## config.mk

```make
export PLATFORM = sky130hd
export DESIGN_NAME = trace_capture
export DESIGN_NICKNAME = d
export VERILOG_FILES = /design/src/rtl/trace_pkg.sv /design/src/rtl/trace_fifo.sv /design/src/rtl/trace_capture.sv
export SDC_FILE = /design/constraint.sdc
export NUM_CORES = 1
export LEC_CHECK = 0
export BUFFER_PORTS_ARGS = -buffer_cell sky130_fd_sc_hd__buf_2
export CORE_ASPECT_RATIO = 0.6
export CORE_UTILIZATION = 50
export DETAILED_ROUTE_END_ITERATION = 7
export PLACE_DENSITY_LB_ADDON = 0.12
export SYNTH_ARGS = -nofsm -noshare
export SYNTH_HDL_FRONTEND = slang
export SYNTH_HIERARCHICAL = 1
export SYNTH_SLANG_ARGS = --single-unit
```

## constraint.sdc

```tcl
create_clock -name clk -period 14 [get_ports clk]
set_input_delay 0.7 -clock clk [delete_from_list [all_inputs] [get_ports clk]]
set_output_delay 0.7 -clock clk [all_outputs]
set_load 0.005 [all_outputs]
```

## src/rtl/trace_pkg.sv

```systemverilog
// Shared types for the retirement trace capture block: record kinds, record layout, FSM states.
// The record carries a cycle stamp only when TRACE_CYCLE_STAMP_EN is defined.
package trace_pkg;

   typedef enum logic [2:0] {
      KIND_REG   = 3'd0,
      KIND_LOAD  = 3'd1,
      KIND_STORE = 3'd2,
      KIND_OTHER = 3'd3,
      KIND_HALT  = 3'd4
   } recKind_t;

   typedef enum logic [1:0] {
      ST_CAPTURE = 2'd0,
      ST_HALTED  = 2'd1,
      ST_DONE    = 2'd2
   } capState_t;

   typedef struct packed {
      recKind_t    kind;
      logic [15:0] inum;
      logic [15:0] pc;
      logic [3:0]  regIdx;
      logic [15:0] value;
      logic [15:0] addr;
`ifdef TRACE_CYCLE_STAMP_EN
      logic [31:0] cycle;
`endif
   } traceRec_t;

   localparam logic [7:0] DROP_MAX = 8'hFF;

   // Classify one retirement by priority and fill only the fields its kind uses.
   function automatic traceRec_t buildRec(
      input logic        hlt,
      input logic        regWrite,
      input logic        memRead,
      input logic        memWrite,
      input logic [3:0]  wrReg,
      input logic [15:0] wrData,
      input logic [15:0] memAddr,
      input logic [15:0] memData,
      input logic [15:0] pc,
      input logic [15:0] inum
   );
      traceRec_t rec;
      rec      = '0;
      rec.inum = inum;
      rec.pc   = pc;
      if (hlt) begin
         rec.kind = KIND_HALT;
      end else if (regWrite && memRead) begin
         rec.kind   = KIND_LOAD;
         rec.regIdx = wrReg;
         rec.value  = wrData;
         rec.addr   = memAddr;
      end else if (regWrite) begin
         rec.kind   = KIND_REG;
         rec.regIdx = wrReg;
         rec.value  = wrData;
      end else if (memWrite) begin
         rec.kind  = KIND_STORE;
         rec.addr  = memAddr;
         rec.value = memData;
      end else begin
         rec.kind = KIND_OTHER;
      end
      return rec;
   endfunction

endpackage

```

## src/rtl/trace_fifo.sv

```systemverilog
// Record storage for trace_capture: DEPTH-entry FIFO, accepts a push on a full edge
// only together with a pop. Storage is not reset; only pointers and occupancy are.
module trace_fifo
   import trace_pkg::*;
#(
   parameter int DEPTH = 8
) (
   input  logic      clk,
   input  logic      rst_n,
   input  logic      push,
   input  traceRec_t pushData,
   input  logic      pop,
   output logic      full,
   output logic      empty,
   output traceRec_t headData
);

   localparam int            AW       = $clog2(DEPTH);
   localparam logic [AW:0]   FULL_CNT = (AW+1)'(DEPTH);
   localparam logic [AW:0]   CNT_ONE  = (AW+1)'(1);
   localparam logic [AW-1:0] PTR_ONE  = AW'(1);

   traceRec_t     mem [DEPTH];
   logic [AW-1:0] wrPtr;
   logic [AW-1:0] rdPtr;
   logic [AW:0]   count;
   logic          pushOk;
   logic          popOk;

   assign full     = (count == FULL_CNT);
   assign empty    = (count == '0);
   assign popOk    = pop & ~empty;
   assign pushOk   = push & (~full | popOk);
   assign headData = mem[rdPtr];

   // Pointer and occupancy tracking.
   always_ff @(posedge clk or negedge rst_n) begin
      if (!rst_n) begin
         wrPtr <= '0;
         rdPtr <= '0;
         count <= '0;
      end else begin
         if (pushOk) begin
            wrPtr <= wrPtr + PTR_ONE;
         end
         if (popOk) begin
            rdPtr <= rdPtr + PTR_ONE;
         end
         case ({pushOk, popOk})
            2'b10:   count <= count + CNT_ONE;
            2'b01:   count <= count - CNT_ONE;
            default: count <= count;
         endcase
      end
   end

   // Record storage write port.
   always_ff @(posedge clk) begin
      if (pushOk) begin
         mem[wrPtr] <= pushData;
      end
   end

endmodule

```

## src/rtl/trace_capture.sv

```systemverilog
// Retirement trace capture: classifies retiring instructions into records and queues them
// for a valid/ready consumer. Optional TRACE_CYCLE_STAMP_EN adds a 32-bit rec_cycle stamp.
module trace_capture
   import trace_pkg::*;
#(
   parameter int DEPTH = 8
) (
   input  logic        clk,
   input  logic        rst_n,
   input  logic        ret_valid,
   input  logic [15:0] pc,
   input  logic        reg_write,
   input  logic [3:0]  wr_reg,
   input  logic [15:0] wr_data,
   input  logic        mem_read,
   input  logic        mem_write,
   input  logic [15:0] mem_addr,
   input  logic [15:0] mem_data,
   input  logic        hlt,
   output logic        rec_valid,
   input  logic        rec_ready,
   output logic [2:0]  rec_kind,
   output logic [15:0] rec_inum,
   output logic [15:0] rec_pc,
   output logic [3:0]  rec_reg,
   output logic [15:0] rec_value,
   output logic [15:0] rec_addr,
`ifdef TRACE_CYCLE_STAMP_EN
   output logic [31:0] rec_cycle,
`endif
   output logic        overflow,
   output logic [7:0]  drop_cnt,
   output logic        done
);

   capState_t   state;
   capState_t   stateNxt;
   logic [15:0] inum;
   logic [7:0]  dropCnt;
   logic        overflowR;
   logic        doneR;
   logic        pendValid;
   traceRec_t   pendRec;
   traceRec_t   newRec;
   traceRec_t   pushData;
   traceRec_t   headRec;
   logic        fifoFull;
   logic        fifoEmpty;
   logic        retAcc;
   logic        recValid;
   logic        popS;
   logic        space;
   logic        pushS;
   logic        loadPend;
   logic        dropS;
`ifdef TRACE_CYCLE_STAMP_EN
   logic [31:0] cycleCnt;
`endif

   assign retAcc   = ret_valid & (state == ST_CAPTURE);
   assign recValid = ~fifoEmpty & (state != ST_DONE);
   assign popS     = recValid & rec_ready;
   assign space    = ~fifoFull | popS;

   // Build the candidate record for this cycle's retirement.
   always_comb begin
      newRec = buildRec(hlt, reg_write, mem_read, mem_write, wr_reg, wr_data,
                        mem_addr, mem_data, pc, inum);
`ifdef TRACE_CYCLE_STAMP_EN
      newRec.cycle = cycleCnt + 32'd1;
`endif
   end

   trace_fifo #(.DEPTH(DEPTH)) uFifo (
      .clk      (clk),
      .rst_n    (rst_n),
      .push     (pushS),
      .pushData (pushData),
      .pop      (popS),
      .full     (fifoFull),
      .empty    (fifoEmpty),
      .headData (headRec)
   );

   // Next state plus push/hold/drop decision; a held HALT always wins the next free slot.
   always_comb begin
      stateNxt = state;
      pushS    = 1'b0;
      pushData = newRec;
      loadPend = 1'b0;
      dropS    = 1'b0;
      if (pendValid) begin
         pushData = pendRec;
         if (space) begin
            pushS = 1'b1;
         end else begin
            pushS = 1'b0;
         end
      end else if (retAcc) begin
         if (space) begin
            pushS = 1'b1;
         end else if (newRec.kind == KIND_HALT) begin
            loadPend = 1'b1;
         end else begin
            dropS = 1'b1;
         end
      end else begin
         pushS = 1'b0;
      end
      case (state)
         ST_CAPTURE: begin
            if (retAcc && hlt) begin
               stateNxt = ST_HALTED;
            end else begin
               stateNxt = ST_CAPTURE;
            end
         end
         ST_HALTED: begin
            if (popS && (headRec.kind == KIND_HALT)) begin
               stateNxt = ST_DONE;
            end else begin
               stateNxt = ST_HALTED;
            end
         end
         ST_DONE:  stateNxt = ST_DONE;
         default:  stateNxt = ST_CAPTURE;
      endcase
   end

   // State, instruction numbering, pending HALT slot and drop statistics.
   always_ff @(posedge clk or negedge rst_n) begin
      if (!rst_n) begin
         state     <= ST_CAPTURE;
         inum      <= 16'd0;
         dropCnt   <= 8'd0;
         overflowR <= 1'b0;
         doneR     <= 1'b0;
         pendValid <= 1'b0;
         pendRec   <= '0;
      end else begin
         state <= stateNxt;
         doneR <= (stateNxt == ST_DONE);
         if (retAcc) begin
            inum <= inum + 16'd1;
         end
         if (loadPend) begin
            pendValid <= 1'b1;
            pendRec   <= newRec;
         end else if (pendValid && space) begin
            pendValid <= 1'b0;
         end
         if (dropS) begin
            overflowR <= 1'b1;
            if (dropCnt != DROP_MAX) begin
               dropCnt <= dropCnt + 8'd1;
            end
         end
      end
   end

`ifdef TRACE_CYCLE_STAMP_EN
   // Free-running cycle counter; reads 1 after the first edge out of reset.
   always_ff @(posedge clk or negedge rst_n) begin
      if (!rst_n) begin
         cycleCnt <= 32'd0;
      end else begin
         cycleCnt <= cycleCnt + 32'd1;
      end
   end

   assign rec_cycle = recValid ? headRec.cycle : 32'd0;
`endif

   // Fields read as zero whenever no record is offered, so stale storage never leaks out.
   assign rec_valid = recValid;
   assign rec_kind  = recValid ? headRec.kind   : 3'd0;
   assign rec_inum  = recValid ? headRec.inum   : 16'd0;
   assign rec_pc    = recValid ? headRec.pc     : 16'd0;
   assign rec_reg   = recValid ? headRec.regIdx : 4'd0;
   assign rec_value = recValid ? headRec.value  : 16'd0;
   assign rec_addr  = recValid ? headRec.addr   : 16'd0;
   assign overflow  = overflowR;
   assign drop_cnt  = dropCnt;
   assign done      = doneR;

endmodule

```

After elaboration in Yosys (flattened, before gate mapping)
Memory sizes are Yosys's and may differ from the RTL's. Cells that the tools add are included. Widths: inputs -> output; s select.

Register bits after elaboration: 110. Bits in latches: 0. RAM bits: 568. ROM bits: 0. Input port bits: 76. Output and inout bits: 82. Logic and storage cells: 86. Memories kept: 1.

Memory list: uFifo.mem (depth 8, width 71, rd ports 1, clocked after memory_dff 0, wr ports 1, RTL line trace_fifo.sv:23) `traceRec_t mem [DEPTH];`.

Add/sub/neg operators: 6. Multiply operators: 0. Div/mod/pow operators: 0. Order comparisons: 0. Eq/ne operators: 10. Shift operators: 0. Muxes and demuxes: 36. Bitwise logic cells: 9. Reductions and logical operators: 9.

Operators with widths (count): $mux 16 (6); $mux 36 (2); $mux 71 (1); $mux 32 (1); $mux 1 (17); $add 16x1->16 const B (1); $mux 3 (4); $add 8x1->8 const B (1); $mux 4 (2); $ne 8x8->1 const B (1); $pmux 4 s2 (1); $add 3x1->3 const B (2); $eq 2x2->1 const B (3); $eq 3x3->1 const B (2); $pmux 2 s3 (1); $and 1x1->1 (5); $add 4x1->4 const B (1); $eq 2x1->1 const B (2); $eq 4x4->1 const B (1); $logic_and 1x1->1 (4); $logic_not 4->1 (1); $reduce_bool 2->1 (2); $sub 4x1->4 const B (1); $logic_not 2->1 (1); other kinds (5) (7).

Logic depth before layout (Yosys ltp)
Gate-level depths: netlist (run 1).

Word-level depth: 11. Gate-level depth with buffers: 15. Gate-level depth less buffers: 13.

Modules after synthesis
The synthesis (run 1) kept the hierarchy.

Modules (own cells, without submodules): trace_fifo (instances 1, cells an instance 887, area each 22240.1 µm², seq. area each 17306.6 µm²); trace_capture (instances 1, cells an instance 491, area each 5216.3 µm², seq. area each 2502.4 µm²).

Least setup slack after synthesis (run 1)
OpenSTA, ideal clock, no wires.

Path kind: register -> register. Start: register pendValid. End: memory uFifo/mem[0][0] in the netlist's numbering (enable). Arrival time: 6.762 ns. Required time: 13.413 ns. Slack: 6.651 ns. Stages on the path, launching flop included: 9. Clock period less this slack: 7.349 ns. Cells stage by stage: dfrtp_1 > clkbuf_1 > clkbuf_1 > clkbuf_1 > nor2_1 > a21oi_1 > o21a_1 > nand2b_1 > nor3_1.

Cells in the longest elaborated chain, start to end: 4.

RTL lines: start, declared (RTL line trace_capture.sv:42) `logic pendValid;`; start signal, assigned (RTL line trace_capture.sv:138) `pendValid <= 1'b0;`; start signal, assigned (RTL line trace_capture.sv:147) `pendValid <= 1'b1;`; start signal, assigned (RTL line trace_capture.sv:150) `pendValid <= 1'b0;`; $mux 1 (RTL line trace_capture.sv:92) `if (pendValid) begin`; named net pushS (RTL line trace_capture.sv:53) `logic pushS;`; $and 1x1->1 (RTL line trace_fifo.sv:33) `assign pushOk = push & (~full | popOk);`; $mux 1 (RTL line trace_fifo.sv:59) `if (pushOk) begin`; $mux 1 (implied by the code) (RTL line trace_fifo.sv:60) `mem[wrPtr] <= pushData;`; end, declared (RTL line trace_fifo.sv:23).

The timed path passes the listed nets, and every way through them passes these cells.

==> impl_metrics.sql, run 1 <==
INSERT INTO impl_metrics (metric_group, metric, value, unit) VALUES
('cts', 'clk_root_buffer_cell', 'sky130_fd_sc_hd__clkbuf_16', ''),
('placed_design', 'placement.io_buffers', '157', ''),
('synthesis', 'synthesis_stage_register_bit_count', '678', ''),
('global_routing', 'grt_start_max_net_pins', '77', ''),
('floorplan', 'die_height', '184', 'um'),
('sta', 'slew_at_the_pin_closest_to_its_max_slew_limit', '1.22', 'ns'),
('cells_and_area', 'finalNetCount', '1626', ''),
('setup_path', 'critical_path_class', 'reg -> out', ''),
('power_and_ir_drop', 'power.switching', '1780', 'uW'),
('run', 'max_cap_viol_count', '0', ''),
('cells_and_area', 'fillcell_total', '4032', ''),
('sta', 'timing.fmax', '182', 'MHz'),
('global_routing', 'vias_in_the_first_global_route', '13435', ''),
('floorplan', 'die-area', '55900', 'um^2'),
('synthesis', 'post_synth_mux_area_share', '18.4', '%'),
('cts', 'worst_skew_pair.late_latency', '0.62', 'ns'),
('synthesis', 'ys_async_sr_fraction', '16.2', '%'),
('power_and_ir_drop', 'power_density', '201', 'nW/um^2'),
('cts', 'cts.repair.resized', '0', ''),
('synthesis', 'synth.yosys.seq_area_share', '72.1', '%'),
('power_and_ir_drop', 'pwr-share-seq', '42.6', '%'),
('sta', 'grt_setup_unrepaired', 'false', ''),
('setup_path', 'critical_path_startpoint_category', 'flop', ''),
('floorplan', 'core_area', '54200', 'um^2'),
('route', 'wl_per_cell', '24.7', 'um'),
('synthesis', 'post_synth_inst_count', '1378', ''),
('global_routing', 'antenna_found_initial', '2', ''),
('setup_path', 'ff2ff_path_depth', '9', ''),
('placed_design', 'post-place-ws', '8.85', 'ns'),
('setup_path', 'crit_path_start', 'uFifo/rdPtr[0]', ''),
('cts', 'postCtsSetupRepairBufs', '0', ''),
('setup_path', 'arrival', '4.80', 'ns'),
('route', 'first_pass_iters', '6', ''),
('sta', 'finClkSkew', '0.0405', 'ns'),
('synthesis', 'mappedNetlistNets', '1461', ''),
('sta', 'finalMaxSlewViolations', '0', ''),
('power_and_ir_drop', 'irDropWorstVdd', '0.102', 'mV'),
('power_and_ir_drop', 'power.clock.fraction', '27.0', '%'),
('placed_design', 'last_weighted_congestion_value_of_the_routability_driven_placer', '0.739', ''),
('cts', 'clock_net_sink_count', '678', ''),
('sta', 'finalWorstSetupSlack', '8.50', 'ns'),
('global_routing', 'grt_pass1_wl', '86.8', 'mm'),
('synthesis', 'synth_largest_area_cell', 'sky130_fd_sc_hd__edfxtp_1', ''),
('cts', 'cts_inserted_buffers', '60', ''),
('placed_design', 'place_inst', '2195', ''),
('sta', 'finalSetupViolCount', '0', ''),
('cells_and_area', 'post_route_cells_drive_above_1_share', '36.2', '%'),
('synthesis', 'synth_top_area_share', '62.1', '%'),
('cts', 'cts-hold-fix-buffers', '0', ''),
('power_and_ir_drop', 'leakage', '0.0111', 'uW'),
('power_and_ir_drop', 'combinationalPowerShare', '30.4', '%'),
('sta', 'hold_viol_final', '0', ''),
('setup_path', 'launch_instance_of_the_worst_register_to_register_path', 'uFifo/count[1]', ''),
('setup_path', 'cp_data_required_time', '13.30', 'ns'),
('setup_path', 'critical_path.slowest_cell', 'sky130_fd_sc_hd__dfrtp_4', ''),
('floorplan', 'effective_utilization_at_floorplan', '50.7', '%'),
('cells_and_area', 'post-route-cell-area', '30900', 'um^2'),
('synthesis', 'synth_top_family_by_area', 'multiplexers', ''),
('setup_path', 'critical_path_cell_list', 'buf_4 -> buf_4 -> mux4_2 -> mux2_4 -> and2_1 -> buf_2', ''),
('run_status', 'outcome', 'complete, no violations', ''),
('cells_and_area', 'area_growth_syn_to_fin', '12.6', '%'),
('floorplan', 'ioPinCount', '158', ''),
('synthesis', 'netlist_top_cells_count', 'sky130_fd_sc_hd__edfxtp_1 (568), sky130_fd_sc_hd__mux4_2 (142), sky130_fd_sc_hd__and2_1 (110), sky130_fd_sc_hd__dfrtp_1 (110), sky130_fd_sc_hd__mux2_2 (78)', ''),
('cts', 'cts.reportedPaths.clkPinSlew', '0.06', 'ns'),
('route', 'postRouteWirelength', '56.9', 'mm'),
('synthesis', 'synth_enable_flop_cells', '568', ''),
('synthesis', 'synth_area_in_compound_gates', '1.70', '%'),
('route', 'via_count', '13194', ''),
('synthesis', 'avgSynthCellArea', '19.9', 'um^2'),
('sta', 'final_period_minus_worst_setup_slack', '5.50', 'ns'),
('setup_path', 'most_frequent_cell_on_the_critical_path', 'sky130_fd_sc_hd__buf_4', '');
metal layers:
| metal | GRT usage, % | up-vias | share of wire, % |
|---|---|---|---|
| met2 | 31.0 | 327 | 45 |
| met3 | 3.83 | 56 | 5.1 |
| met4 | 3.09 | 0 | 1.1 |
| met5 | 0 | - | 0 |
| li1 | - | 5794 | - |
| met1 | 32.8 | 7017 | 49 |
per-stage QoR:
step | power [uW] | hold slack [ns] | utilization (%)
6_report | 6210 | 0.296 | 57.1
2_1_floorplan | 4010 | 0.404 | -
5_1_grt | 6510 | 0.311 | 57.1
4_1_cts | 6300 | 0.296 | 57.1
3_3_place_gp | 4590 | 0.446 | 53.4
3_5_place_dp | 4610 | 0.449 | 53.4
critical path: cells and delay by family (launching register included):
family,cells,cell delay (ns)
and+or+nand+nor,1,0.18
DFF,1,1.10
muxes,2,0.88
buffers and inverters,3,2.00
registers in the layout, indices dropped and copies added, names as in the netlist, 2 cells and up:
signal	cells
drop_cnt	8
inum	16
state	2
uFifo/rdPtr	3
uFifo/count	4
uFifo/wrPtr	3
uFifo/mem	568
pendRec	71
cells in the final DEF, fill, tap and decap left out, types with 12 or more instances in the layout:
cell and count:
sky130_fd_sc_hd__dfrtp_1 106, sky130_fd_sc_hd__mux2_4 62, sky130_fd_sc_hd__xnor2_1 12, sky130_fd_sc_hd__clkinv_1 12, sky130_fd_sc_hd__buf_4 23, sky130_fd_sc_hd__a22oi_1 16
sky130_fd_sc_hd__a22o_1 16, sky130_fd_sc_hd__and2_1 110, sky130_fd_sc_hd__clkbuf_16 61, sky130_fd_sc_hd__mux2_2 78, sky130_fd_sc_hd__clkinv_2 15, sky130_fd_sc_hd__o21ai_0 24
sky130_fd_sc_hd__edfxtp_1 568, sky130_fd_sc_hd__nand2_1 42, sky130_fd_sc_hd__xor2_1 15, sky130_fd_sc_hd__buf_2 156, sky130_fd_sc_hd__mux4_2 142
cell families after synthesis:
group / Yosys count
flip-flops: 678
multiplexers: 286
AO/OA/AOI/OAI: 68
XOR/XNOR: 27
adder cells (fa/ha/maj): 7
AND/OR/NAND/NOR: 229
buffers and inverters: 83
power by group through the flow:
| stage | sequential [uW] | clock, uW | combinational [uW] |
|---|---|---|---|
| floorplan | 2580 | 0 | 1420 |
| global placement | 2680 | 0 | 1910 |
| global route | 2670 | 1790 | 2050 |
| CTS | 2650 | 1710 | 1930 |
| detailed placement | 2690 | 0 | 1920 |
| finish | 2640 | 1680 | 1890 |
path summary, 6_finish.rpt:
kind                       slack, ns               end
max                             8.50     rec_value[15]
min                             0.30       drop_cnt[2]
max reg2reg                     9.70  uFifo/mem[3][65]
min reg2reg                     0.46          overflow
max in group asynchronous      12.35    uFifo/rdPtr[1]
min in group clk                0.32       pendRec[43]
cell type report:
class / instances / area, um^2 / share of cell area (%)
well taps: 714 / 893 / 2.89
clock buffers: 72 / 1580 / 5.10
diodes: 1 / 2.50 / 0.00809
flip-flops and latches: 678 / 19800 / 64.1
inverters: 7 / 26.3 / 0.0850
clock inverters: 40 / 414 / 1.34
multi-input cells: 617 / 7230 / 23.4
repair buffers: 179 / 953 / 3.08
(Power assumes the default switching activity.)
==> inputs of run 2 (changes only) <==
==> constraint.sdc (replaced) <==
create_clock -name clk -period 4.8 [get_ports clk]
set_input_delay 0.24 -clock clk [delete_from_list [all_inputs] [get_ports clk]]
set_output_delay 0.24 -clock clk [all_outputs]
set_load 0.005 [all_outputs]
==> impl_metrics.sql, run 2 (synthesis results as in run 1) <==
INSERT INTO impl_metrics (metric_group, metric, value, unit) VALUES
('cts', 'h_tree_lvls', '2', ''),
('sta', 'finalMaxSlewViolations', '0', ''),
('power_and_ir_drop', 'combinationalPowerShare', '29.9', '%'),
('sta', 'finalSetupViolCount', '0', ''),
('floorplan', 'die_height', '184', 'um'),
('global_routing', 'grt_pass1_wl', '85.6', 'mm'),
('cells_and_area', 'post_route_cells_drive_above_1_share', '36.3', '%'),
('cts', 'tritoncts', 'done', ''),
('hold_path', 'min_path_type', 'in -> reg', ''),
('sta', 'final_period_minus_worst_setup_slack', '3.51', 'ns'),
('cts', 'clock_net_sink_count', '678', ''),
('cells_and_area', 'highest_count_cells_in_the_layout_ignoring_fill_and_taps', 'sky130_fd_sc_hd__edfxtp_1 (568), sky130_fd_sc_hd__buf_2 (156), sky130_fd_sc_hd__mux4_2 (142)', ''),
('route', 'first_iter_violations', '1019', ''),
('sta', 'layout_worst_path_cycle_share', '73.1', '%'),
('cells_and_area', 'largestRegisters', 'uFifo/mem: 568 flops, pendRec: 71 flops, inum: 16 flops', ''),
('power_and_ir_drop', 'power_density', '581', 'nW/um^2'),
('power_and_ir_drop', 'power.share.switching', '28.3', '%'),
('setup_path', 'critical_path_depth', '5', ''),
('setup_path', 'crit_path_start', 'uFifo/rdPtr[0]', ''),
('floorplan', 'die-area', '55900', 'um^2'),
('sta', 'slew_at_the_pin_closest_to_its_max_slew_limit', '1.16', 'ns'),
('setup_path', 'cp_data_required_time', '4.56', 'ns'),
('sta', 'hold_viol_final', '0', ''),
('cells_and_area', 'largest_register_ff_count', '568', ''),
('setup_path', 'critical_path_class', 'reg -> out', ''),
('setup_path', 'critical_path_cell_list', 'buf_4 -> mux4_2 -> mux2_4 -> and2_1 -> buf_2', ''),
('global_routing', 'vias_in_the_first_global_route', '13575', ''),
('power_and_ir_drop', 'irDropWorstVdd', '0.458', 'mV'),
('floorplan', 'ioPinCount', '158', ''),
('cts', 'postCtsSetupRepairBufs', '0', ''),
('cts', 'worst_skew_pair.late_latency', '0.60', 'ns'),
('sta', 'finalHoldWorstSlack', '0.0797', 'ns'),
('setup_path', 'critical_path.slowest_cell', 'sky130_fd_sc_hd__dfrtp_4', ''),
('hold_path', 'timing.hold.worst.start', 'ret_valid', ''),
('route', 'postRouteWirelength', '56.2', 'mm'),
('run', 'max_cap_viol_count', '0', ''),
('cells_and_area', 'final_common_cell', 'sky130_fd_sc_hd__edfxtp_1', ''),
('global_routing', 'gr-usage-met1', '31.0', '%'),
('power_and_ir_drop', 'power.clock.fraction', '27.0', '%'),
('setup_path', 'timing.critical_path.slowest_cell_delay', '1.04', 'ns'),
('placed_design', 'hpwl_after_dpl', '31.9', 'mm'),
('setup_path', 'crit_path_buf_inv_count', '2', ''),
('route', 'route.detailed.drc', '0', ''),
('run_status', 'outcome', 'complete, no violations', ''),
('cts', 'clk_root_buffer_cell', 'sky130_fd_sc_hd__clkbuf_16', ''),
('setup_path', 'crit_fanout', '46', ''),
('setup_path', 'worst_setup_path_end_kind', 'output pin', ''),
('route', 'ant_nets', '0', ''),
('cells_and_area', 'finalNetCount', '1655', ''),
('cells_and_area', 'number_of_antenna_repair_diodes', '0', ''),
('placed_design', 'last_weighted_congestion_value_of_the_routability_driven_placer', '0.743', ''),
('cells_and_area', 'final_core_utilization', '57.8', '%'),
('cts', 'cts.reportedPaths.clkPinSlew', '0.06', 'ns'),
('sta', 'timing.fmax', '285', 'MHz'),
('route', 'wl_per_cell', '24.0', 'um'),
('hold_path', 'hold_path_depth', '5', ''),
('sta', 'grt_setup_unrepaired', 'false', ''),
('route', 'first_pass_iters', '5', ''),
('floorplan', 'core_area', '54200', 'um^2'),
('route', 'post_drt_via_cell_ratio', '5.64', ''),
('global_routing', 'global_route.peak_usage_layer', 'met2', ''),
('cells_and_area', 'top_register', 'uFifo/mem', ''),
('cts', 'cts_max_path_buffers', '3', ''),
('setup_path', 'path_delay_family', 'flip-flops', ''),
('cells_and_area', 'area_growth_syn_to_fin', '14.1', '%'),
('floorplan', 'effective_utilization_at_floorplan', '50.7', '%'),
('power_and_ir_drop', 'cellInternalPower', '13000', 'uW'),
('setup_path', 'critical_path_startpoint_category', 'flop', ''),
('global_routing', 'met2_usage', '32.0', '%'),
('setup_path', 'ff2ff_path_depth', '9', ''),
('sta', 'finClkSkew', '0.0140', 'ns'),
('route', 'via_count', '13175', ''),
('global_routing', 'grt_start_max_net_pins', '80', ''),
('power_and_ir_drop', 'power.switching', '5150', 'uW'),
('global_routing', 'globalRouteMet3Util', '2.85', '%'),
('global_routing', 'grt.total_usage', '20.4', '%'),
('floorplan', 'floorplan.rows', '66', ''),
('global_routing', 'grt_overflow_total', '0', ''),
('power_and_ir_drop', 'pwr-share-seq', '43.1', '%'),
('sta', 'max_slew_margin', '22.2', '%'),
('setup_path', 'arrival', '3.27', 'ns'),
('global_routing', 'antenna_found_initial', '1', ''),
('cts', 'cts_inserted_buffers', '61', ''),
('power_and_ir_drop', 'leakage', '0.0112', 'uW'),
('setup_path', 'launch_instance_of_the_worst_register_to_register_path', 'uFifo/count[1]', ''),
('placed_design', 'placement.io_buffers', '157', ''),
('floorplan', 'die-width', '305', 'um');
## run 2: changes by cell type in the layout (fill, tap and decap cells not counted), sizes merged
cell | previous run | this run
clkbuf | 72 | 88
clkinv | 29 | 17
bufinv | 8 | 5
buf | 179 | 190
clkinvlp | 1 | 3
dlygate4sd3 | 0 | 17
diode | 1 | 0
## run 2: per-stage QoR
step           setup slack [ns]  cells  total power (uW)  TNS [ns]  instance area [um^2]
2_1_floorplan            -0.642   1378             11700   -323.17                 27500
3_3_place_gp               1.40   2206             13400         0                 29100
3_5_place_dp               1.26   2206             13500         0                 29100
4_1_cts                    1.15   2338             18500         0                 31300
5_1_grt                    1.02   2338             19100         0                 31300
6_report                   1.29   2338             18200         0                 31300
## run 2: routing by layer
| layer | share of wire, % | routed length (um) |
|---|---|---|
| met1 | 48 | 26800 |
| met4 | 1.6 | 887 |
| met5 | 0 | 0 |
| met2 | 47 | 26300 |
| met3 | 4.1 | 2310 |
## run 2: what timing repair did
action,CTS,global route
hold buffers,17,0
gates resized for setup,0,0
endpoints found under the hold margin,82,0
## run 2: worst paths after layout
kind	endpoint	slack (ns)
worst max register to register	uFifo/mem[4][36]	1.29
max in group asynchronous	pendRec[25]	3.41
min in group asynchronous	drop_cnt[3]	0.24
worst max-delay path	rec_value[5]	1.29
worst min-delay path	state[0]	0.08
worst min register to register	pendRec[70]	0.47
## run 2: worst register-to-register path, stage by stage (launching register included)
cell                       delay (ns)
sky130_fd_sc_hd__dfrtp_1         0.38
sky130_fd_sc_hd__or3_1           0.31
sky130_fd_sc_hd__nor2_1          0.17
sky130_fd_sc_hd__nor2b_4         0.14
sky130_fd_sc_hd__nand2_1         0.08
sky130_fd_sc_hd__a21oi_1         0.49
sky130_fd_sc_hd__o21a_1          0.31
sky130_fd_sc_hd__nand2b_1        0.26
sky130_fd_sc_hd__nor2_4          0.55
sky130_fd_sc_hd__buf_4           0.48
## run 2: layout make-up
cell class / count / area (um^2)
multi-input cells: 617 / 7230
repair buffers: 207 / 1310
well taps: 714 / 893
flip-flops and latches: 678 / 19800
clock buffers: 88 / 1760
clock inverters: 27 / 272
fillers: 4032 / 22900
inverters: 7 / 26.3
## run 2: power groups by stage
| stage | Sequential, uW | Clock [uW] | Combinational (uW) |
|---|---|---|---|
| global route | 7950 | 5240 | 5870 |
| detailed placement | 7990 | 0 | 5530 |
| global placement | 7950 | 0 | 5500 |
| floorplan | 7530 | 0 | 4160 |
| CTS | 7870 | 5020 | 5570 |
| finish | 7840 | 4910 | 5430 |
==> inputs of run 3 (changes only) <==
==> constraint.sdc (replaced) <==
create_clock -name clk -period 3.4 [get_ports clk]
set_input_delay 0.17 -clock clk [delete_from_list [all_inputs] [get_ports clk]]
set_output_delay 0.17 -clock clk [all_outputs]
set_load 0.005 [all_outputs]
==> impl_metrics.sql, run 3 (synthesis results as in run 1) <==
INSERT INTO impl_metrics (metric_group, metric, value, unit) VALUES
('hold_path', 'min_path_type', 'in -> reg', ''),
('cells_and_area', 'number_of_antenna_repair_diodes', '0', ''),
('placed_design', 'place_inst', '2212', ''),
('sta', 'final_period_minus_worst_setup_slack', '3.16', 'ns'),
('run', 'max_cap_viol_count', '0', ''),
('setup_path', 'launch_instance_of_the_worst_register_to_register_path', 'uFifo/count[2]', ''),
('hold_path', 'timing.hold.worst.start', 'mem_addr[9]', ''),
('placed_design', 'placement.io_buffers', '157', ''),
('power_and_ir_drop', 'cellInternalPower', '18300', 'uW'),
('cells_and_area', 'top_register', 'uFifo/mem', ''),
('route', 'route.detailed.drc', '0', ''),
('sta', 'finalSetupViolCount', '0', ''),
('setup_path', 'worst_setup_path_end_kind', 'output pin', ''),
('cells_and_area', 'largest_register_ff_count', '568', ''),
('route', 'ant_nets', '0', ''),
('power_and_ir_drop', 'power.clock.fraction', '26.2', '%'),
('floorplan', 'effective_utilization_at_floorplan', '50.7', '%'),
('cells_and_area', 'finalNetCount', '1664', ''),
('cells_and_area', 'highest_count_cells_in_the_layout_ignoring_fill_and_taps', 'sky130_fd_sc_hd__edfxtp_1 (568), sky130_fd_sc_hd__buf_2 (156), sky130_fd_sc_hd__mux4_2 (142)', ''),
('global_routing', 'grt_overflow_total', '0', ''),
('global_routing', 'grt_start_max_net_pins', '73', ''),
('global_routing', 'grt_pass1_wl', '84.5', 'mm'),
('setup_path', 'r2r_setup_slack', '0.29', 'ns'),
('power_and_ir_drop', 'pwr-share-seq', '42.2', '%'),
('cts', 'clock_net_sink_count', '678', ''),
('route', 'first_iter_violations', '876', ''),
('setup_path', 'arrival', '2.99', 'ns'),
('floorplan', 'ioPinCount', '158', ''),
('setup_path', 'crit_fanout', '37', ''),
('sta', 'slew_at_the_pin_closest_to_its_max_slew_limit', '0.913', 'ns'),
('power_and_ir_drop', 'power.share.switching', '28.4', '%'),
('cells_and_area', 'post_route_cells_drive_above_1_share', '36.9', '%'),
('sta', 'max_slew_margin', '39.0', '%'),
('cts', 'worst_skew_pair.late_latency', '0.61', 'ns'),
('cells_and_area', 'fillcell_total', '3958', ''),
('setup_path', 'critical_path_class', 'reg -> out', ''),
('setup_path', 'cp_data_required_time', '3.23', 'ns'),
('route', 'via_count', '13213', ''),
('floorplan', 'die_height', '184', 'um'),
('power_and_ir_drop', 'combinationalPowerShare', '31.6', '%'),
('power_and_ir_drop', 'leakage', '0.0113', 'uW'),
('route', 'post_drt_via_cell_ratio', '5.63', ''),
('sta', 'finalMaxSlewViolations', '0', ''),
('cells_and_area', 'largestRegisters', 'uFifo/mem: 568 flops, pendRec: 71 flops, inum: 16 flops', ''),
('floorplan', 'die-area', '55900', 'um^2'),
('cells_and_area', 'area_growth_syn_to_fin', '14.4', '%'),
('global_routing', 'vias_in_the_first_global_route', '13572', ''),
('cts', 'h_tree_lvls', '2', ''),
('hold_path', 'min_to', 'uFifo/mem[0][9]', ''),
('floorplan', 'core_area', '54200', 'um^2'),
('setup_path', 'r2r-end', 'uFifo/count[3]', ''),
('route', 'wl_per_cell', '23.7', 'um'),
('power_and_ir_drop', 'power_density', '812', 'nW/um^2'),
('power_and_ir_drop', 'post-layout-total-power', '25500', 'uW'),
('cts', 'tritoncts', 'done', ''),
('global_routing', 'antenna_found_initial', '1', ''),
('setup_path', 'critical_path_startpoint_category', 'flop', ''),
('sta', 'hold_viol_final', '0', ''),
('sta', 'timing.fmax', '316', 'MHz'),
('cts', 'cts_inserted_buffers', '61', ''),
('cells_and_area', 'stdcell_count', '2347', ''),
('floorplan', 'floorplan.rows', '66', ''),
('placed_design', 'hpwl_after_dpl', '30.1', 'mm'),
('placed_design', 'last_weighted_congestion_value_of_the_routability_driven_placer', '0.747', ''),
('power_and_ir_drop', 'irDropWorstVdd', '0.494', 'mV'),
('cts', 'cts.repair.resized', '0', ''),
('sta', 'layout_worst_path_cycle_share', '93.1', '%'),
('setup_path', 'ff2ff_path_depth', '11', ''),
('global_routing', 'grt.total_usage', '20.1', '%'),
('cts', 'cts.reportedPaths.clkPinSlew', '0.07', 'ns'),
('route', 'postRouteWirelength', '55.6', 'mm'),
('cells_and_area', 'final_common_cell', 'sky130_fd_sc_hd__edfxtp_1', ''),
('sta', 'finClkSkew', '0.0243', 'ns'),
('run_status', 'outcome', 'complete, no violations', ''),
('cts', 'cts_max_path_buffers', '3', ''),
('sta', 'setup_tns_final', '0', 'ns'),
('sta', 'grt_setup_unrepaired', 'false', ''),
('hold_path', 'hold_path_depth', '2', ''),
('power_and_ir_drop', 'power.switching', '7240', 'uW'),
('route', 'first_pass_iters', '4', ''),
('cts', 'clk_root_buffer_cell', 'sky130_fd_sc_hd__clkbuf_16', ''),
('floorplan', 'die-width', '305', 'um');
run 3: cell types whose count changed in the layout (fill, tap and decap cells not counted), moves of 3 or more:
cell and change:
sky130_fd_sc_hd__clkinv_2 +4, sky130_fd_sc_hd__buf_12 +3, sky130_fd_sc_hd__buf_4 +3, sky130_fd_sc_hd__clkinv_1 -5
sky130_fd_sc_hd__clkbuf_1 +5
run 3: how the worst max path moves through the flow:
stage	slack [ns]	startpoint	cells after the start	to
floorplan	-0.30	uFifo/count[1]	10	uFifo/mem[0][0]
global placement	0.28	uFifo/count[0]	10	uFifo/mem[6][3]
detailed placement	0.17	uFifo/count[2]	10	uFifo/mem[6][5]
CTS	0.15	uFifo/count[2]	10	uFifo/mem[6][62]
global route	0.05	uFifo/count[2]	7	rec_reg[2]
finish	0.24	uFifo/count[2]	7	rec_reg[2]
run 3: power groups by stage:
stage               clock [uW]  sequential (uW)  combinational [uW]
floorplan                    0            10600                5970
global placement             0            10900                8160
detailed placement           0            10900                8190
CTS                       6860            10800                8250
global route              7200            10900                8700
finish                    6690            10700                8060
run 3: final cells by class:
cell class | instances | area, um^2 | area share, %
repair buffers | 215 | 1410 | 4.50
multi-input cells | 618 | 7290 | 23.2
well taps | 714 | 893 | 2.84
flip-flops and latches | 678 | 19800 | 63.1
clock inverters | 24 | 219 | 0.697
inverters | 7 | 28.8 | 0.0916
clock buffers | 91 | 1740 | 5.54
run 3: routing by layer:
| metal | vias to the layer above | track usage (%) | wire length, um |
|---|---|---|---|
| met2 | 265 | 33.3 | 27400 |
| met1 | 7026 | 29.2 | 25400 |
| met3 | 58 | 2.76 | 2150 |
| met5 | - | 0 | 0 |
| met4 | 0 | 3.64 | 614 |
| li1 | 5864 | - | - |
run 3: metrics by stage:
stage | instance area (um^2) | setup slack, ns | hold slack, ns | util, %
2_1_floorplan | 27600 | -0.297 | -0.126 | -
3_3_place_gp | 29300 | 0.281 | 0.250 | 54.0
3_5_place_dp | 29300 | 0.171 | 0.255 | 54.0
4_1_cts | 31400 | 0.151 | 0.0247 | 58.0
5_1_grt | 31400 | 0.0474 | 0.0571 | 58.0
6_report | 31400 | 0.236 | 0.0569 | 58.0
run 3: what timing repair did:
action                                  4_1_cts  5_1_grt
hold endpoints to repair                    177        0
endpoints found under the setup margin        0       44
buffers inserted                              0        0
hold buffers                                 19        0
run 3: worst max-delay path, stage by stage, from the launching register on:
cell	delay (ns)
sky130_fd_sc_hd__dfrtp_1	0.37
sky130_fd_sc_hd__or3_1	0.36
sky130_fd_sc_hd__nor2_4	0.08
sky130_fd_sc_hd__nor2b_4	0.15
sky130_fd_sc_hd__buf_4	0.42
sky130_fd_sc_hd__buf_4	0.49
sky130_fd_sc_hd__and2_1	0.31
sky130_fd_sc_hd__buf_2	0.15
